===== src/rtl/morse_symbol_sequencer.sv =====
// ---------------------------------------------------------------------------
// morse_symbol_sequencer
//
// Classifies a keyed serial line into marks and gaps. Mark length decides
// dot versus dash; gap length decides whether the current character is
// closed and whether a word space follows. Finished characters and word
// spaces are handed downstream through a one-entry valid/ready buffer.
//
// Ports
//   clk        system clock, rising edge active
//   rst        asynchronous active-low reset
//   in         keyed line sample (1 = mark, 0 = space)
//   out_ready  downstream accepts the buffered token
//   ovf_clr    synchronous clear of the sticky overflow flag
//   out_valid  buffer holds a token
//   out_code   symbols LSB first, bit i = 1 means symbol i is a dash
//   out_len    number of symbols in the token (0 for a word space)
//   out_space  token is a word space
//   overflow   sticky error: symbol discarded or token dropped
//   state      current FSM state (00 idle, 01 mark, 10 gap)
// ---------------------------------------------------------------------------
module morse_symbol_sequencer #(
  parameter int DOT_MAX = 1,
  parameter int CB_GAP  = 3,
  parameter int WS_GAP  = 7,
  parameter int MAX_SYM = 6,
  parameter int CNT_W   = 7
) (
  input  logic               clk,
  input  logic               rst,
  input  logic               in,
  input  logic               out_ready,
  input  logic               ovf_clr,
  output logic               out_valid,
  output logic [MAX_SYM-1:0] out_code,
  output logic [2:0]         out_len,
  output logic               out_space,
  output logic               overflow,
  output logic [1:0]         state
);

  typedef enum logic [1:0] {
    IDLE = 2'b00,
    MARK = 2'b01,
    GAP  = 2'b10
  } state_t;

  state_t             st;
  logic [CNT_W-1:0]   run_cnt;
  logic [CNT_W-1:0]   gap_cnt;
  logic [2:0]         sym_len;
  logic [MAX_SYM-1:0] sym_reg;

  logic [CNT_W-1:0]   gap_inc;
  logic               is_dash;
  logic               emit_char;
  logic               emit_space;
  logic               emit;
  logic               pop;
  logic               load;
  logic               sym_ovf;
  logic               ovf_event;

  assign state = st;

  always_comb begin
    // NOTE: every signal gets a default before any branch so no latch is inferred.
    gap_inc    = (gap_cnt < CNT_W'(WS_GAP)) ? gap_cnt + 1'b1 : gap_cnt;
    is_dash    = run_cnt > CNT_W'(DOT_MAX);
    emit_char  = (st == GAP) && !in && (gap_inc == CNT_W'(CB_GAP));
    emit_space = (st == GAP) && !in && (gap_inc == CNT_W'(WS_GAP));
    emit       = emit_char || emit_space;
    pop        = out_valid && out_ready;
    // A token fits if the buffer is empty or drains on this same edge.
    load       = emit && (!out_valid || pop);
    sym_ovf    = (st == MARK) && !in && (sym_len == 3'(MAX_SYM));
    ovf_event  = sym_ovf || (emit && !load);
  end

  // NOTE: all state, including the symbol register, is cleared by the
  // asynchronous reset so an aborted character never leaks into a token.
  always_ff @(posedge clk or negedge rst) begin
    if (!rst) begin
      st        <= IDLE;
      run_cnt   <= '0;
      gap_cnt   <= '0;
      sym_len   <= '0;
      sym_reg   <= '0;
      out_valid <= 1'b0;
      out_code  <= '0;
      out_len   <= '0;
      out_space <= 1'b0;
      overflow  <= 1'b0;
    end else begin
      // NOTE: non-blocking assignments so every register samples pre-edge values.
      case (st)
        IDLE: begin
          if (in) begin
            st      <= MARK;
            run_cnt <= CNT_W'(1);
            sym_len <= '0;
            sym_reg <= '0;
          end
        end
        MARK: begin
          if (in) begin
            if (run_cnt != '1) run_cnt <= run_cnt + 1'b1;
          end else begin
            if (sym_len != 3'(MAX_SYM)) begin
              sym_reg <= sym_reg | (MAX_SYM'(is_dash) << sym_len);
              sym_len <= sym_len + 1'b1;
            end
            gap_cnt <= CNT_W'(1);
            st      <= GAP;
          end
        end
        GAP: begin
          if (in) begin
            // A short gap continues the character; a long one starts a new one.
            if (gap_cnt >= CNT_W'(CB_GAP)) begin
              sym_len <= '0;
              sym_reg <= '0;
            end
            run_cnt <= CNT_W'(1);
            st      <= MARK;
          end else begin
            gap_cnt <= gap_inc;
            if (emit_space) st <= IDLE;
          end
        end
        default: st <= IDLE;
      endcase

      if (load) begin
        out_valid <= 1'b1;
        out_code  <= emit_space ? '0 : sym_reg;
        out_len   <= emit_space ? 3'd0 : sym_len;
        out_space <= emit_space;
      end else if (pop) begin
        out_valid <= 1'b0;
      end

      if (ovf_event)    overflow <= 1'b1;
      else if (ovf_clr) overflow <= 1'b0;
    end
  end

endmodule


===== config.mk =====
export PLATFORM = sky130hd
export DESIGN_NAME = morse_symbol_sequencer
export DESIGN_NICKNAME = d
export VERILOG_FILES = /design/src/rtl/morse_symbol_sequencer.sv
export SDC_FILE = /design/constraint.sdc
export NUM_CORES = 1
export LEC_CHECK = 0
export BUFFER_PORTS_ARGS = -buffer_cell sky130_fd_sc_hd__buf_4
export CORE_AREA = 3 3 93 51
export CTS_BUF_LIST = sky130_fd_sc_hd__clkbuf_4
export CTS_CLUSTER_DIAMETER = 200
export DETAILED_ROUTE_END_ITERATION = 12
export DIE_AREA = 0 0 96 54
export PLACE_DENSITY = 0.76
export SYNTH_ARGS = -nofsm -noshare
export SYNTH_HDL_FRONTEND = slang
export SYNTH_SLANG_ARGS = --single-unit

===== constraint.sdc =====
create_clock -name clk -period 2.78 [get_ports clk]
set_input_delay 0.278 -clock clk [delete_from_list [all_inputs] [get_ports clk]]
set_output_delay 0.278 -clock clk [all_outputs]
set_load 0.005 [all_outputs]

# Word-level counts from Yosys, hierarchy flattened
# Cells that the tools add are included.
[classes] magnitude_cmp=3 n_bitwise=1 add_sub_neg=3 eq_ne=17 mux=31 reduce_logical=25 shift=1
[op_table] cell="$mux W7" count=6
[op_table] cell="$mux W6" count=6
[op_table] cell="$pmux W7 S2" count=2
[op_table] cell="$mux W3" count=6
[op_table] cell="$pmux W6 S3" count=1
[op_table] cell="$add A7 B1 Y7 const B" count=2
[op_table] cell="$ne A2 B2 Y1 const B" count=5
[op_table] cell="$pmux W3 S3" count=1
[op_table] cell="$logic_and A1 B1 Y1" count=8
[op_table] cell="$mux W2" count=4
[op_table] cell="$ne A2 B1 Y1 const B" count=4
[op_table] cell="$reduce_bool A2 Y1" count=4
[op_table] cell="$eq A7 B2 Y1 const B" count=1
[op_table] cell="$eq A7 B3 Y1 const B" count=1
[op_table] cell="$ge A7 B2 Y1 const B" count=1
[op_table] cell="$gt A7 B1 Y1 const B" count=1
[op_table] cell="$lt A7 B3 Y1 const B" count=1
[op_table] cell="$ne A7 B7 Y1 const B" count=1
[op_table] cell="$ne A3 B3 Y1 const B" count=2
[op_table] cell="$or A6 B6 Y6" count=1
[op_table] cell="$pmux W2 S3" count=1
[op_table] cell="$reduce_and A3 Y1" count=2
[op_table] cell="$reduce_and A6 Y1" count=1
[op_table] cell="$shl A1 B3 Y6" count=1
[op_table] cell="11 further kinds" count=18
[totals] regBits=37 in_bits=5 output_inout_bits=14 word_cells=91

# Longest topological paths before layout
[logic_depth] ltp_word=10 ltp_mapped=7 mapped_depth_nobuf=6

# Worst setup path before layout
# No wires, ideal clock.
[synth_timing] path_type="reg2reg" from="reg st[1] (netlist: state[1])" to="reg run_cnt[0]" path_stages_with_launch=6 setup_ps=125 slack_ps=1034 period_less_slack_ps=1746 t_arrival_ps=1621 path_buffers=2 required_ps=2655 cell_sequence="dfrtp_1 > buf_6 > nand2b_1 > o41ai_1 > buf_2 > mux2_2"
[synth_between] elab_chain_len=4 elab_cells_between_ends=10 classes_between="eq/ne (5); mux (1); reduce/logical (4)"
[synth_lines] element="start, declared" line_no="48" source="state_t st;"
[synth_lines] element="start signal, assigned" line_no="84" source="st <= IDLE;"
[synth_lines] element="start signal, assigned" line_no="99" source="st <= MARK;"
[synth_lines] element="start signal, assigned" line_no="114" source="st <= GAP;"
[synth_lines] element="$eq A2 B2 Y1 / $logic_not A2 Y1 (equally long branches)" line_no="96" source="case (st)"
[synth_lines] element="$reduce_or A2 Y1 (no source line)"
[synth_lines] element="$ne A2 B1 Y1 (no source line) / $reduce_bool A2 Y1 (equally long branches)"
[synth_lines] element="$reduce_and A4 Y1 (no source line)"
[synth_lines] element="end signal, assigned" line_no="107" source="if (run_cnt != '1) run_cnt <= run_cnt + 1'b1;"
[synth_lines] element="end, declared" line_no="49" source="logic [CNT_W-1:0] run_cnt;"
# Several ways; a longest one is shown, not always the timed one.
# A chain may end at the register's enable or synchronous reset.

# Final worst setup path
[layout_timing] from="reg st[0] (netlist: state[0])" to="reg sym_reg[5]"
[layout_between] elab_chain_len=3 elab_cells_between_ends=11 classes_between="eq/ne (7); mux (1); reduce/logical (3)"
[layout_lines] element="$eq A2 B1 Y1, or another cell as far along" line_no="96"
[layout_lines] element="$ne A2 B1 Y1 (no source line), or another cell as far along"
[layout_lines] element="$reduce_and A6 Y1 (no source line)"
[layout_lines] element="end signal, assigned" line_no="110" source="sym_reg <= sym_reg | (MAX_SYM'(is_dash) << sym_len);"
[layout_lines] element="end, declared" line_no="52" source="logic [MAX_SYM-1:0] sym_reg;"
# Several ways; a longest one is shown, not always the timed one.

==> Flow_metrics.wiki <==
{| class="wikitable"
! Metric !! Value
|-
| Number of top-level pins || 19
|-
| Final weighted congestion in routability-driven placement || 0.843
|-
| Post-CTS repair timing setup buffer count || 0
|-
| Post-synthesis xor/xnor area fraction || 0%
|-
| Number of diodes added for antenna fixing || 0
|-
| Worst path required time || 3.02 ns
|-
| Initial DRC count || 88
|-
| Number of buffers created by CTS || 5
|-
| Max rail drop VDD || 212 uV
|-
| Basic-gate share of the synthesized area counting and, or, nand and nor cells || 17.6%
|-
| CP max FO || 13
|-
| Met1 wire length || 1920 um
|-
| Nets@finish || 213
|-
| Via density || 5.88
|-
| Static Leakage || 0.977 nW
|-
| Detailed-routing iteration count for the pre-antenna-repair pass || 4
|-
| Max-slew violation total from the final report || 0
|-
| Worst reg2reg path startpoint || state[0]$_DFFE_PN0P_
|-
| Uppermost signal routing layer after detailed routing || met4
|-
| Sinks on Clock Net || 37
|-
| Slowest cell on the critical path || dfrtp_1
|-
| Number of gates resized after CTS || 0
|-
| Post-Place Cells || 249
|-
| CTS tree || done
|-
| Htree depth || 2
|-
| Sort of element at the end of the critical path || flop
|-
| Area of the placeable core || 3900 um2
|-
| Leading cell type in the layout, fill and taps excluded || dfrtp_1
|-
| Startpoint Class || flop
|-
| Commonest non-fill, non-tap cells in the layout || 37 x dfrtp_1, 19 x buf_4, 15 x inv_1
|-
| Setup Skew || 0.0170 ns
|-
| Share of cell area taken by muxes after synthesis || 1.08%
|-
| Number of cells on the worst reg-to-reg path || 4
|-
| Share of flip-flops with an asynchronous set or reset || 100%
|-
| Switching part of the total power || 37.0%
|-
| Slew at the pin closest to its max-slew limit || 0.625 ns
|-
| Hold-critical path depth || 2
|-
| Core Rows || 16
|-
| Worst hold path endpoint || state[1]$_DFFE_PN0P_
|-
| Global-route usage over all layers || 18.5%
|-
| Total Wirelength || 4160 um
|-
| Part of the power in combinational logic || 32.6%
|-
| Area share of the leading cell type in the synthesized netlist || 47.1%
|-
| Ys flop type || dfrtp_1
|-
| Share of cells above drive strength 1 || 23.5%
|-
| Wire length on met2 || 1970 um
|-
| Die Footprint || 5180 um2
|-
| Number of global-route vias before repair || 1444
|-
| Synthesized area || 1970 um2
|-
| Share of total power in sequential cells || 48.8%
|-
| Setup slack of the worst register-to-register path || 0.82 ns
|-
| Clock period minus final worst setup slack || 1.96 ns
|-
| Bufs and invs on worst path || 0
|-
| Antenna viol nets, final || 0
|-
| Multi-input logic area || 926 um2
|-
| Share of synthesized cell area in full adder, half adder and majority cells || 3.18%
|-
| Synthesized instance count || 184
|-
| Via count || 1517
|-
| Sequential cell area fraction in the yosys report || 47.1%
|-
| Antenna violations before repair || 0
|-
| Die extent in y || 54 um
|-
| Signed area change from the synthesized netlist to the final layout || 11.1%
|-
| Total of hold buffers inserted after clock tree synthesis || 1
|-
| Routed len/inst || 16.1 um
|-
| RSZ-0062 raised after global routing || no
|-
| Die extent in x || 96 um
|-
| Compound-gate portion of the synthesized area || 25.2%
|-
| Worst-Skew Late Latency || 0.35 ns
|-
| Slew HR || 57.9%
|-
| Critical path, cell by cell || or3b_1 -> o21ai_4 -> and3_1 -> nor2_1
|-
| Number of non-filler instances in the completed layout || 258
|-
| Post-synth net total || 194
|-
| Number of distinct library cell variants in the gate-level netlist after synthesis || 49
|-
| Tcrit/Tclk final || 70.4%
|-
| Leading area contributor after synthesis || dfrtp_1
|-
| Switching power of the nets || 557 uW
|-
| Min-delay src || in
|-
| Initial cell density of the core || 50.4%
|-
| Footprint of the flip-flops and latches || 926 um2
|-
| Total power per unit cell area || 690 nW/um2
|-
| Max clock buf depth || 2
|-
| Final global-route overflow total || 0
|-
| Signal arrival time at the worst endpoint || 2.20 ns
|-
| Filler instances || 346
|-
| Worst path max stage delay || 0.60 ns
|-
| Cell class contributing the biggest share of worst-path delay || simple AND/OR/NAND/NOR gates
|-
| Setup tns final || 0 ns
|-
| Critical path type || flop to flop
|-
| # Max-Cap Violations || 0
|-
| Clk slew on worst S/H paths || 0.12 ns
|-
| Cell at the root of the clock tree || clkbuf_4
|-
| Status || complete, no violations
|-
| Largest family of logic cells by synthesized area || compound AO/OA/AOI/OAI gates
|-
| Input/output buffers || 18
|-
| Highest clock frequency the design can meet || 0.511 GHz
|-
| Number of enable-type register cells in the synthesized netlist || 0
|-
| Yosys warning count || 0
|-
| Number of synthesized register bits || 37
|-
| Tightest hold margin || 0.187 ns
|-
| Endpoint of the most critical register-to-register path || sym_reg[5]$_DFFE_PN0P_
|-
| Detailed-routed wire length on met3 || 213 um
|-
| Cell depth of the worst setup path || 4
|-
| Clk pwr share || 18.6%
|-
| Internal || 950 uW
|-
| Pin count of the biggest net entering global routing || 38
|-
| Classification of the worst-slack hold path || primary input to flop
|-
| Largest registers ranked by flip-flop count || gap_cnt: 7 flops, run_cnt: 7 flops
|-
| DRC viols || 0
|-
| Fin. Hold Viols || 0
|-
| Synthesized area per cell || 10.7 um2
|-
| Setup-violating endpoint count in the final report || 0
|-
| Final HPWL DP || 3010 um
|-
| Most area-consuming cells after synthesis || dfrtp_1 47%, a31o_2 4.0%, a21boi_0 3.4%
|-
| Wire length of the first global-routing pass || 7210 um
|}
==> per-stage QoR <==
stage / worst slack [ns] / instance area, um2 / power (mW) / util [%]
global placement: 0.898 / 2120 / 1.20 / 54.3
CTS: 0.829 / 2180 / 1.51 / 55.9
finish: 0.822 / 2180 / 1.51 / 55.9
floorplan: 1.03 / 1970 / 1.07 / -
detailed placement: 0.832 / 2120 / 1.23 / 54.3
global route: 0.650 / 2180 / 1.61 / 55.9
==> worst max-delay path by stage <==
| stage | from | to | slack [ns] |
|---|---|---|---|
| detailed placement | state[0]$_DFFE_PN0P_ | sym_reg[5]$_DFFE_PN0P_ | 0.83 |
| CTS | state[0]$_DFFE_PN0P_ | sym_reg[5]$_DFFE_PN0P_ | 0.83 |
| global placement | state[1]$_DFFE_PN0P_ | sym_reg[4]$_DFFE_PN0P_ | 0.90 |
| floorplan | state[1]$_DFFE_PN0P_ | run_cnt[0]$_DFFE_PN0P_ | 1.03 |
| finish | state[0]$_DFFE_PN0P_ | sym_reg[5]$_DFFE_PN0P_ | 0.82 |
| global route | state[0]$_DFFE_PN0P_ | run_cnt[2]$_DFFE_PN0P_ | 0.65 |
==> cell usage after synthesis (all sizes together) (2+ instances only) <==
| cell | number |
|---|---|
| a211oi | 4 |
| a21boi | 10 |
| a21oi | 8 |
| a311oi | 3 |
| a31o | 9 |
| a41oi | 2 |
| and2 | 5 |
| and3 | 2 |
| buf | 7 |
| dfrtp | 37 |
| ha | 5 |
| inv | 15 |
| nand2 | 8 |
| nand2b | 5 |
| nand3 | 5 |
| nor2 | 13 |
| nor2b | 4 |
| nor4 | 2 |
| nor4bb | 2 |
| o211ai | 2 |
| o21ai | 6 |
| o2bb2ai | 2 |
| o31ai | 5 |
| o41ai | 2 |
| or3 | 2 |
| or4 | 2 |
==> cell type report <==
class	instances	share of cell area (%)
clock inverter	3	0.802
inverter	15	2.58
clock buffer	5	1.72
timing repair buffer	20	6.99
sequential	37	42.4
multi-input combinational	124	42.4
tap	54	3.09
==> power groups by stage <==
stage / Clock, mW / Sequential [mW] / Combinational [mW]
after detailed placement: 0 / 0.745 / 0.490
after global routing: 0.312 / 0.751 / 0.548
after floorplan: 0 / 0.715 / 0.359
after CTS: 0.286 / 0.734 / 0.492
final: 0.281 / 0.735 / 0.491
after global placement: 0 / 0.738 / 0.464
==> cells by family after synthesis <==
kind of cell	count (synthesis)
AOI/OAI and AO/OA	61
and+or+nand+nor	56
DFF	37
buffers and inverters	23
adders and majority gates	5
muxes	2
==> metal layers <==
metal,vias up,GRT usage (%)
met4,0,7.31
met3,5,4.61
met1,754,24.2
li1,719,-
met2,39,29.9
met5,-,0
==> worst register-to-register path, cell delays in order, from the launching register on <==
cell	delay, ns
dfrtp_1	0.60
or3b_1	0.52
o21ai_4	0.29
and3_1	0.37
nor2_1	0.09
Power figures use the tool's default switching activity.
